File: config.mk
export PLATFORM = sky130hd
export DESIGN_NAME = ofdm_deintv2_param
export DESIGN_NICKNAME = d
export VERILOG_FILES = /design/src/rtl/ofdm_pkg.sv /design/src/rtl/deintv2_grp_buf.sv /design/src/rtl/ofdm_deintv2_param.sv
export SDC_FILE = /design/constraint.sdc
export NUM_CORES = 1
export LEC_CHECK = 0
export BUFFER_PORTS_ARGS = -buffer_cell sky130_fd_sc_hd__buf_2
export CORE_MARGIN = 2
export CORE_UTILIZATION = 50
export DETAILED_ROUTE_END_ITERATION = 10
export PLACE_DENSITY = 0.69
export SYNTH_ARGS = -nofsm -noshare
export SYNTH_HDL_FRONTEND = slang
export SYNTH_SLANG_ARGS = --single-unit
File: constraint.sdc
create_clock -name clk -period 5.6 [get_ports clk]
set_input_delay 1.12 -clock clk [delete_from_list [all_inputs] [get_ports clk]]
set_output_delay 1.12 -clock clk [all_outputs]
set_load 0.02 [all_outputs]
File: src/rtl/ofdm_pkg.sv
// Shared OFDM receive definitions: modulation type, bit-group sizing and
// the per-group metadata carried through the second-stage deinterleaver.
package ofdm_pkg;

   typedef enum logic [1:0] {
      BPSK  = 2'b00,
      QPSK  = 2'b01,
      QAM16 = 2'b10,
      QAM64 = 2'b11
   } map_type_t;

   localparam int unsigned DEINTV2_COL_GRPS = 6;
   localparam int unsigned GRP_MAX          = 3;

   typedef struct packed {
      map_type_t  map;
      logic [1:0] nbits;
      logic       last;
   } grp_meta_t;

   // Bits per rotation group: 1 for BPSK/QPSK, 2 for 16QAM, 3 for 64QAM.
   function automatic logic [1:0] grp_size(input map_type_t m);
      case (m)
         QAM16:   return 2'd2;
         QAM64:   return 2'd3;
         default: return 2'd1;
      endcase
   endfunction

endpackage

File: src/rtl/deintv2_grp_buf.sv
// Two-entry ping-pong group buffer with serial read-out; output registers are
// loaded from the buffer's next state so a written group appears the next cycle.
module deintv2_grp_buf
   import ofdm_pkg::*;
#(
   parameter int unsigned SOFT_W = 1,
   parameter int unsigned SYMB_W = 8
) (
   input  logic                              clk,
   input  logic                              rst,
   input  logic                              wr_en,
   input  logic [GRP_MAX-1:0][SOFT_W-1:0]    wr_data,
   input  grp_meta_t                         wr_meta,
   input  logic [SYMB_W-1:0]                 wr_symb,
   output logic                              wr_rdy_c,
   output logic [SOFT_W-1:0]                 dout,
   output logic                              dout_vld,
   output logic                              dout_last,
   input  logic                              dout_rdy,
   output logic [SYMB_W-1:0]                 dout_symb_cnt,
   output logic [1:0]                        dout_map_type
);

   typedef logic [GRP_MAX-1:0][SOFT_W-1:0] grp_data_t;

   grp_data_t         data_q [2];
   grp_data_t         data_n [2];
   grp_meta_t         meta_q [2];
   grp_meta_t         meta_n [2];
   logic [SYMB_W-1:0] symb_q [2];
   logic [SYMB_W-1:0] symb_n [2];
   logic              wr_ptr_q, wr_ptr_n;
   logic              rd_ptr_q, rd_ptr_n;
   logic [1:0]        cnt_q, cnt_n;
   logic [1:0]        bit_q, bit_n;
   logic              rd_fire;
   logic              rd_done;

   // A slot freed by the final read bit this cycle may be refilled at once.
   assign rd_fire  = dout_vld && dout_rdy;
   assign rd_done  = rd_fire && (bit_q == meta_q[rd_ptr_q].nbits - 2'd1);
   assign wr_rdy_c = !rst && ((cnt_q != 2'd2) || rd_done);

   always_comb begin
      data_n   = data_q;
      meta_n   = meta_q;
      symb_n   = symb_q;
      wr_ptr_n = wr_ptr_q;
      rd_ptr_n = rd_ptr_q;
      bit_n    = bit_q;
      if (wr_en) begin
         data_n[wr_ptr_q] = wr_data;
         meta_n[wr_ptr_q] = wr_meta;
         symb_n[wr_ptr_q] = wr_symb;
         wr_ptr_n         = !wr_ptr_q;
      end
      if (rd_done) begin
         rd_ptr_n = !rd_ptr_q;
         bit_n    = 2'd0;
      end else if (rd_fire) begin
         bit_n = bit_q + 2'd1;
      end
      cnt_n = cnt_q + 2'(wr_en) - 2'(rd_done);
   end

   always_ff @(posedge clk) begin
      if (rst) begin
         for (int i = 0; i < 2; i++) begin
            data_q[i] <= '0;
            meta_q[i] <= '{map: BPSK, nbits: 2'd0, last: 1'b0};
            symb_q[i] <= '0;
         end
         wr_ptr_q      <= 1'b0;
         rd_ptr_q      <= 1'b0;
         cnt_q         <= 2'd0;
         bit_q         <= 2'd0;
         dout          <= '0;
         dout_vld      <= 1'b0;
         dout_last     <= 1'b0;
         dout_symb_cnt <= '0;
         dout_map_type <= 2'b00;
      end else begin
         data_q        <= data_n;
         meta_q        <= meta_n;
         symb_q        <= symb_n;
         wr_ptr_q      <= wr_ptr_n;
         rd_ptr_q      <= rd_ptr_n;
         cnt_q         <= cnt_n;
         bit_q         <= bit_n;
         dout          <= data_n[rd_ptr_n][bit_n];
         dout_vld      <= (cnt_n != 2'd0);
         dout_last     <= meta_n[rd_ptr_n].last &&
                          (bit_n == meta_n[rd_ptr_n].nbits - 2'd1);
         dout_symb_cnt <= symb_n[rd_ptr_n];
         dout_map_type <= 2'(meta_n[rd_ptr_n].map);
      end
   end

endmodule

File: src/rtl/ofdm_deintv2_param.sv
// Second-stage (intra-constellation) bit deinterleaver with symbol framing.
// Define DEINTV2_DUMP_EN to log accepted input/output bits (simulation only).
module ofdm_deintv2_param
   import ofdm_pkg::*;
#(
   parameter int unsigned SOFT_W = 1,
   parameter int unsigned SYMB_W = 8
) (
   input  logic              clk,
   input  logic              rst,
   input  logic [SOFT_W-1:0] din,
   input  logic              din_vld,
   input  logic              din_last,
   output logic              din_rdy,
   input  logic [SYMB_W-1:0] din_symb_cnt,
   input  logic [1:0]        din_map_type,
   output logic [SOFT_W-1:0] dout,
   output logic              dout_vld,
   output logic              dout_last,
   input  logic              dout_rdy,
   output logic [SYMB_W-1:0] dout_symb_cnt,
   output logic [1:0]        dout_map_type,
   output logic              err_partial
);

   typedef logic [GRP_MAX-1:0][SOFT_W-1:0] grp_data_t;

   logic              sop_q;
   map_type_t         map_q;
   logic [SYMB_W-1:0] symb_q;
   logic [1:0]        k_q;
   logic [2:0]        g_q;
   logic [1:0]        r_q;
   grp_data_t         part_q;

   logic              din_fire;
   map_type_t         map_eff;
   logic [SYMB_W-1:0] symb_eff;
   logic [1:0]        s;
   grp_data_t         grp_cur;
   grp_data_t         grp_perm;
   logic              grp_full;
   logic [2:0]        t;
   logic [1:0]        idx;
   logic              wr_en;
   grp_data_t         wr_data;
   grp_meta_t         wr_meta;

   // Sideband comes straight from the port on the first bit, then from the captured copy.
   always_comb begin
      din_fire = din_vld && din_rdy;
      map_eff  = sop_q ? map_type_t'(din_map_type) : map_q;
      symb_eff = sop_q ? din_symb_cnt : symb_q;
      s        = grp_size(map_eff);
      grp_cur  = part_q;
      grp_cur[k_q] = din;
      grp_full = (k_q == s - 2'd1);
      grp_perm = '0;
      t        = 3'd0;
      idx      = 2'd0;
      for (int p = 0; p < GRP_MAX; p++) begin
         t = 3'(p) + 3'(s) - 3'(r_q);
         if (t >= 3'(s)) t = t - 3'(s);
         idx = t[1:0];
         if (3'(p) < 3'(s)) grp_perm[p] = grp_cur[idx];
      end
      wr_en         = din_fire && (grp_full || din_last);
      wr_data       = grp_full ? grp_perm : grp_cur;
      wr_meta.map   = map_eff;
      wr_meta.nbits = grp_full ? s : k_q + 2'd1;
      wr_meta.last  = din_last;
   end

   // Group/rotation counters; a short final group is flushed unrotated and flagged.
   always_ff @(posedge clk) begin
      if (rst) begin
         sop_q       <= 1'b1;
         map_q       <= BPSK;
         symb_q      <= '0;
         k_q         <= 2'd0;
         g_q         <= 3'd0;
         r_q         <= 2'd0;
         part_q      <= '0;
         err_partial <= 1'b0;
      end else if (din_fire) begin
         part_q <= grp_cur;
         map_q  <= map_eff;
         symb_q <= symb_eff;
         sop_q  <= din_last;
         if (din_last) begin
            k_q <= 2'd0;
            g_q <= 3'd0;
            r_q <= 2'd0;
            if (!grp_full) err_partial <= 1'b1;
         end else if (grp_full) begin
            k_q <= 2'd0;
            if (g_q == 3'(DEINTV2_COL_GRPS - 1)) begin
               g_q <= 3'd0;
               r_q <= (r_q == s - 2'd1) ? 2'd0 : r_q + 2'd1;
            end else begin
               g_q <= g_q + 3'd1;
            end
         end else begin
            k_q <= k_q + 2'd1;
         end
      end
   end

   deintv2_grp_buf #(
      .SOFT_W (SOFT_W),
      .SYMB_W (SYMB_W)
   ) u_grp_buf (
      .clk           (clk),
      .rst           (rst),
      .wr_en         (wr_en),
      .wr_data       (wr_data),
      .wr_meta       (wr_meta),
      .wr_symb       (symb_eff),
      .wr_rdy_c      (din_rdy),
      .dout          (dout),
      .dout_vld      (dout_vld),
      .dout_last     (dout_last),
      .dout_rdy      (dout_rdy),
      .dout_symb_cnt (dout_symb_cnt),
      .dout_map_type (dout_map_type)
   );

`ifdef DEINTV2_DUMP_EN
   // Simulation-only trace of accepted input and output bits.
   always @(posedge clk) begin
      if (!rst && din_vld && din_rdy)   $display("deintv2_din %b", din);
      if (!rst && dout_vld && dout_rdy) $display("deintv2_dout %b", dout);
   end
`endif

endmodule
* Yosys cells after proc, flatten, opt, wreduce, memory -nomap -nowiden
Cells that the tools add are included.
Cells by class: mux-type cells 58, equal/unequal tests 8, add/sub/neg operators 17, bitwise gates (word level) 4, reduce and logical (&&, ||, !) cells 19, $lt $le $gt $ge 16
Operators with widths (count):
- $mux 8 | 5
- $mux 3 | 11
- $mux 2 | 13
- $mux 5 | 4
- $bwmux 16 | 1
- $mux 16 | 1
- $lt 2x3->1 const B | 5
- $bwmux 10 | 1
- $mux 10 | 1
- $ge 3x2->1 | 3
- $mux 1 | 9
- $bmux 1 s2 | 4
- $demux 8 s1 | 1
- $eq 2x2->1 | 4
- $logic_and 1x1->1 | 8
- $add 2x1->2 const B | 3
- $bwmux 6 | 1
- $ge 2x2->1 const B | 3
- $mux 6 | 1
- $not 1->2 | 3
- $reduce_and 3->1 | 2
- $reduce_bool 2->1 | 3
- $sub 2x1->2 const B | 3
- $sub 2x2->2 | 3
- 23 further kinds | 29
Word-level totals: logic and storage cells 155, bits in registers 73, input bits 16

* Longest topological paths before layout
depth after elaboration 18, mapped depth 16, gate-level depth less buffers 15

* Cells and area by module
From an unflattened synthesis, not the netlist that was laid out.
Unflattened totals: cells, all modules 452, area, all modules 3823.7 um^2
Modules (own cells, without submodules):
- deintv2_grp_buf | cells an instance 263, sequential area each 1021.0 um^2, instances 1, area an instance 2269.7 um^2
- ofdm_deintv2_param | cells an instance 189, sequential area each 440.4 um^2, instances 1, area an instance 1554.0 um^2

* Worst setup path before layout
No wires, ideal clock.
path type input-to-reg, start point input port din_map_type[1], end point register u_grp_buf.dout, data arrival time 4013 ps, library setup time 133 ps, buffers on the path 1, stages 15, slack 1455 ps, cell sequence mux2i_4 > inv_2 > buf_2 > ha_1 > inv_1 > ha_1 > ha_1 > nand2b_1 > a32oi_1 > xnor2_1 > mux2i_1 > a2111oi_4 > a2111oi_0 > o31ai_1 > a31oi_1
On the way: longest elaborated chain between the ends 18, elaborated cells between the ends (all ways) 42, those cells by class add/sub (9); order compare (6); eq/ne (3); mux (22); reduce/logical (2)
Ends and longest elaborated chain:
- start: declaration | line ofdm_deintv2_param.sv:16 | input logic [1:0] din_map_type,
- $mux 2 * | line ofdm_deintv2_param.sv:52 | map_eff = sop_q ? map_type_t'(din_map_type) : map_q;
- net map_eff[1] | line ofdm_deintv2_param.sv:37 | map_type_t map_eff;
- $eq 2x2->1 | line ofdm_pkg.sv:23 | case (m)
- $pmux 2 s2 * | line ofdm_pkg.sv:23
- $add 1x2->3 or $add 2x2->3 (tied branches) | line ofdm_deintv2_param.sv:62 | t = 3'(p) + 3'(s) - 3'(r_q);
- $sub 3x2->3 | line ofdm_deintv2_param.sv:62
- $ge 3x2->1 or $sub 2x2->2 (tied branches) | line ofdm_deintv2_param.sv:63 | if (t >= 3'(s)) t = t - 3'(s);
- $mux 2 | line ofdm_deintv2_param.sv:63
- $bmux 1 s2 | line ofdm_deintv2_param.sv:65 | if (3'(p) < 3'(s)) grp_perm[p] = grp_cur[idx];
- $mux 1 (implied by the code) | line ofdm_deintv2_param.sv:65
- $mux 1 | line ofdm_deintv2_param.sv:65
- $mux 3 | line ofdm_deintv2_param.sv:68 | wr_data = grp_full ? grp_perm : grp_cur;
- $bwmux 6 | line deintv2_grp_buf.sv:52 | data_n[wr_ptr_q] = wr_data;
- $mux 6 * | line deintv2_grp_buf.sv:51 | if (wr_en) begin
- $mux 3 (implied by the code) * (3 in series) | line deintv2_grp_buf.sv:90 | dout <= data_n[rd_ptr_n][bit_n];
- $bmux 1 s2 * | line deintv2_grp_buf.sv:90
- $mux 1 (implied by the code) * | line deintv2_grp_buf.sv:90
- end signal: assignment | line deintv2_grp_buf.sv:90
- end: declaration | line deintv2_grp_buf.sv:16 | output logic [SOFT_W-1:0] dout,
Mark *: on every way through the listed nets, which the timed path passes. The rest lies on a longest branch. The select of a mux whose other input is x is not followed. A chain may end at the register's enable or synchronous reset.

* Worst setup path in the final report
start point register sop_q, end point register u_grp_buf.dout
On the way: longest elaborated chain between the ends 18, elaborated cells between the ends (all ways) 42, those cells by class add/sub (9); order compare (6); eq/ne (3); mux (22); reduce/logical (2)
Ends and longest elaborated chain:
- start: declaration | line ofdm_deintv2_param.sv:28 | logic sop_q;
- start signal: assignment | line ofdm_deintv2_param.sv:89 | sop_q <= din_last;
- $mux 2 * | line ofdm_deintv2_param.sv:52
- $eq 2x2->1 | line ofdm_pkg.sv:23
- $pmux 2 s2 * | line ofdm_pkg.sv:23
- $add 1x2->3 or $add 2x2->3 (tied branches) | line ofdm_deintv2_param.sv:62
- $sub 3x2->3 | line ofdm_deintv2_param.sv:62
- $ge 3x2->1 or $sub 2x2->2 (tied branches) | line ofdm_deintv2_param.sv:63
- $mux 2 | line ofdm_deintv2_param.sv:63
- $bmux 1 s2 | line ofdm_deintv2_param.sv:65
- $mux 1 (implied by the code) | line ofdm_deintv2_param.sv:65
- $mux 1 | line ofdm_deintv2_param.sv:65
- $mux 3 | line ofdm_deintv2_param.sv:68
- $bwmux 6 | line deintv2_grp_buf.sv:52
- $mux 6 * | line deintv2_grp_buf.sv:51
- $mux 3 (implied by the code) * (3 in series) | line deintv2_grp_buf.sv:90
- $bmux 1 s2 * | line deintv2_grp_buf.sv:90
- $mux 1 (implied by the code) * | line deintv2_grp_buf.sv:90
Mark *: on every way between the ends. The rest lies on a longest branch, timed or not. The select of a mux whose other input is x is not followed.

==> reports/metrics.yaml <==
synth:
  synth_edf_count: 0
  synth_cell_types: 64
  syn_area_mm2: 0.00423
  netlist.area_leader.share_pct: 34.6
  yosys_warnings: 0
  ys.flop_type: "dfxtp_1"
  synth_seq_area_share_pct: 34.6
  postSynthCellCount: 490
  yosysTopAreaCell: "dfxtp_1"
  ys_seq_elements: 73
  synth_nets: 524
  synth.area.top_cells: "dfxtp_1 35%, a211oi_1 9.1%, mux2i_1 6.6%"
  avgSynthCellArea_um2: 8.63
  async_flop_share_pct: 0
worst_setup_path:
  slowest_delay_ps: 780
  arrival_ps: 4590
  path_cells: "mux2i_4, inv_2, ha_1, inv_1, ha_1, ha_1, nand2b_1, a32oi_1, xnor2_1, mux2i_1, a2111oi_4, a2111oi_0, o31ai_1, a31oi_1"
  startpoint_type: "flip-flop"
  worstPathMaxFanout: 14
  critPathCaptureType: "flip-flop"
  crit_type: "reg -> reg"
  crit_slowest_cell: "dfxtp_1"
  cpMostUsedCell: "ha_1"
  cp.required_ps: 5820
sta:
  hold_viol: 0
  tns_ps: 0
  min_period_ps: 4360
  final-max-slew-violation-count: 0
  max_slew.worst_pin.slew_ps: 699
  post-route-period-util_pct: 77.9
  skew_ps: 5.67
  max_clock_freq_ghz: 0.229
  slew-limit-headroom_pct: 53.3
  setup_viol: 0
  rsz0062_at_grt: "no"
floorplan:
  initial_utilization_pct: 51.5
  dieArea_mm2: 0.00921
  core_mm2: 0.00822
  dieWidth_um: 96.0
  rows: 33
  die_y_um: 96.0
  pin_count: 31
cts:
  cts_root_buffer: "clkbuf_8"
  cts.sinks: 73
  clockBufferDepth: 2
  numCtsBuffers: 9
  holdBufCountCts: 0
  path_clk_slew_ps: 80
  htree_levels: 3
  cts_tree: "yes"
  clock_latency_ps: 350
  cts_setup_buffers: 0
  cts_resized: 0
placement:
  dpl.hpwl_um: 6710
  finalWeightedCongestion: 0.911
  portBuffers: 30
detailed_routing:
  drt_iter0_drc: 209
  drc_errors: 0
  drt-total-wl_um: 9870
  wl_per_cell_um: 16.1
  dr.pass1.iters: 5
  via_count: 3650
  via_per_inst: 5.93
  final_antenna_net_count: 0
pwr:
  irDropWorstVdd_mv: 0.132
  leakagePower_uw: 0.00176
  power_per_cell_area_mw_per_mm2: 276
  power_uw: 1280
worst_hold_path:
  hold_path_class: "reg -> reg"
finish:
  area_growth_pct: 9.23
  final_common_cell: "dfxtp_1"
  antenna_cells: 0
  drive_gt1_share_pct: 15.3
  final_cell_mix: "73 x dfxtp_1, 61 x nor2_1, 51 x a211oi_1"
  utilization_pct: 56.2
  nNetsFinal: 539
grt:
  antenna_found_initial: 0
  overflow: 0
  grt_usage_pct: 23.4
  grt_pass1_vias: 3347
  grt_max_degree: 50
  grt_first_pass_wirelength_um: 16500
status:
  status: "finished clean"
job:
  cap_violations: 0
path summary, 6_finish.rpt:
check	from	endpoint	slack, ps	depth (start not counted)
hold / removal	err_partial	err_partial	470	2
setup / recovery	sop_q	u_grp_buf.dout	1240	14
setup reg to reg	sop_q	u_grp_buf.dout	1240	14
hold reg to reg	err_partial	err_partial	470	2
per-layer routing:
metal	vias to the layer above	share of wire, %	track usage, %	wire, µm
li1	1836	-	-	-
met4	0	1.2	8.93	115
met2	67	46	35.3	4490
met1	1739	50	32.9	4940
met3	8	3.3	4.62	327
met5	-	0	0	0
flip-flops by register name, summed over array words and instances (netlist names):
register and count:
u_grp_buf.cnt_q 2, part_q 3, u_grp_buf.bit_q 2, sop_q 1, r_q 2, k_q 2, u_grp_buf.dout_symb_cnt 8, map_q 2
u_grp_buf.symb_q 16, u_grp_buf.data_q 6, err_partial 1, u_grp_buf.wr_ptr_q 1, u_grp_buf.dout_map_type 2, u_grp_buf.rd_ptr_q 1, u_grp_buf.dout 1, symb_q 8
u_grp_buf.dout_last 1, u_grp_buf.meta_q 10, u_grp_buf.dout_vld 1, g_q 3
synthesized netlist by cell type, drive strengths merged (3+ instances only):
cell type  instances
a31oi              8
a21oi             36
inv               15
ha                17
nor4               4
o211ai             3
nand2b             3
a2111oi           11
clkbuf            25
nor3              12
o31ai              5
and2               3
mux2               6
xnor2              8
buf               10
and3               4
or2                3
nor2b              9
nand4              6
xor2               4
nand2             23
or3                3
a211oi            51
nor2              61
nand3b             5
mux2i             30
o21ai             12
nand3             15
dfxtp             73
per-stage QoR:
stage                     hold slack [ps]  cells  setup WS (ps)  instance area, µm²
after floorplan                       448    490           1450                4230
after global placement                452    599           1100                4420
after detailed placement              453    599            969                4420
after CTS                             473    615           1250                4620
after global routing                  511    615            904                4620
final                                 474    615           1240                4620
critical path, delay by kind of cell, from the launching register on:
family | cells | cell delay [ps]
AO/OA/AOI/OAI | 5 | 1290
XOR/XNOR | 1 | 160
adder cells (fa/ha/maj) | 3 | 1010
buffers and inverters | 2 | 260
flip-flops | 1 | 780
multiplexers | 2 | 630
AND/OR/NAND/NOR | 1 | 100
cell type report:
type / count / area (µm²)
Clock buffer: 10 / 128
Clock inverter: 6 / 67.6
Fill cell: 780 / 3600
Inverter: 16 / 60.1
Multi-Input combinational cell: 366 / 2550
Sequential cell: 73 / 1460
Tap cell: 105 / 131
Timing Repair Buffer: 39 / 218
cell families after synthesis:
logic type	count (synthesis)	share of synthesized area, %
mux	36	9.09
simple gates	158	19.0
xor+xnor	12	2.84
fa+ha+maj	18	5.50
flops	73	34.6
buf+inv	51	5.06
compound gates	142	23.9
report_power, final:
| group | leakage [µW] | internal [µW] | total, µW | switching (µW) |
|---|---|---|---|---|
| sequential | 0.000596 | 553 | 577 | 24.3 |
| clock | 0.0000929 | 208 | 424 | 216 |
| combinational | 0.00107 | 104 | 275 | 171 |
| total | 0.00176 | 864 | 1280 | 411 |
Power figures use the tool's default switching activity.
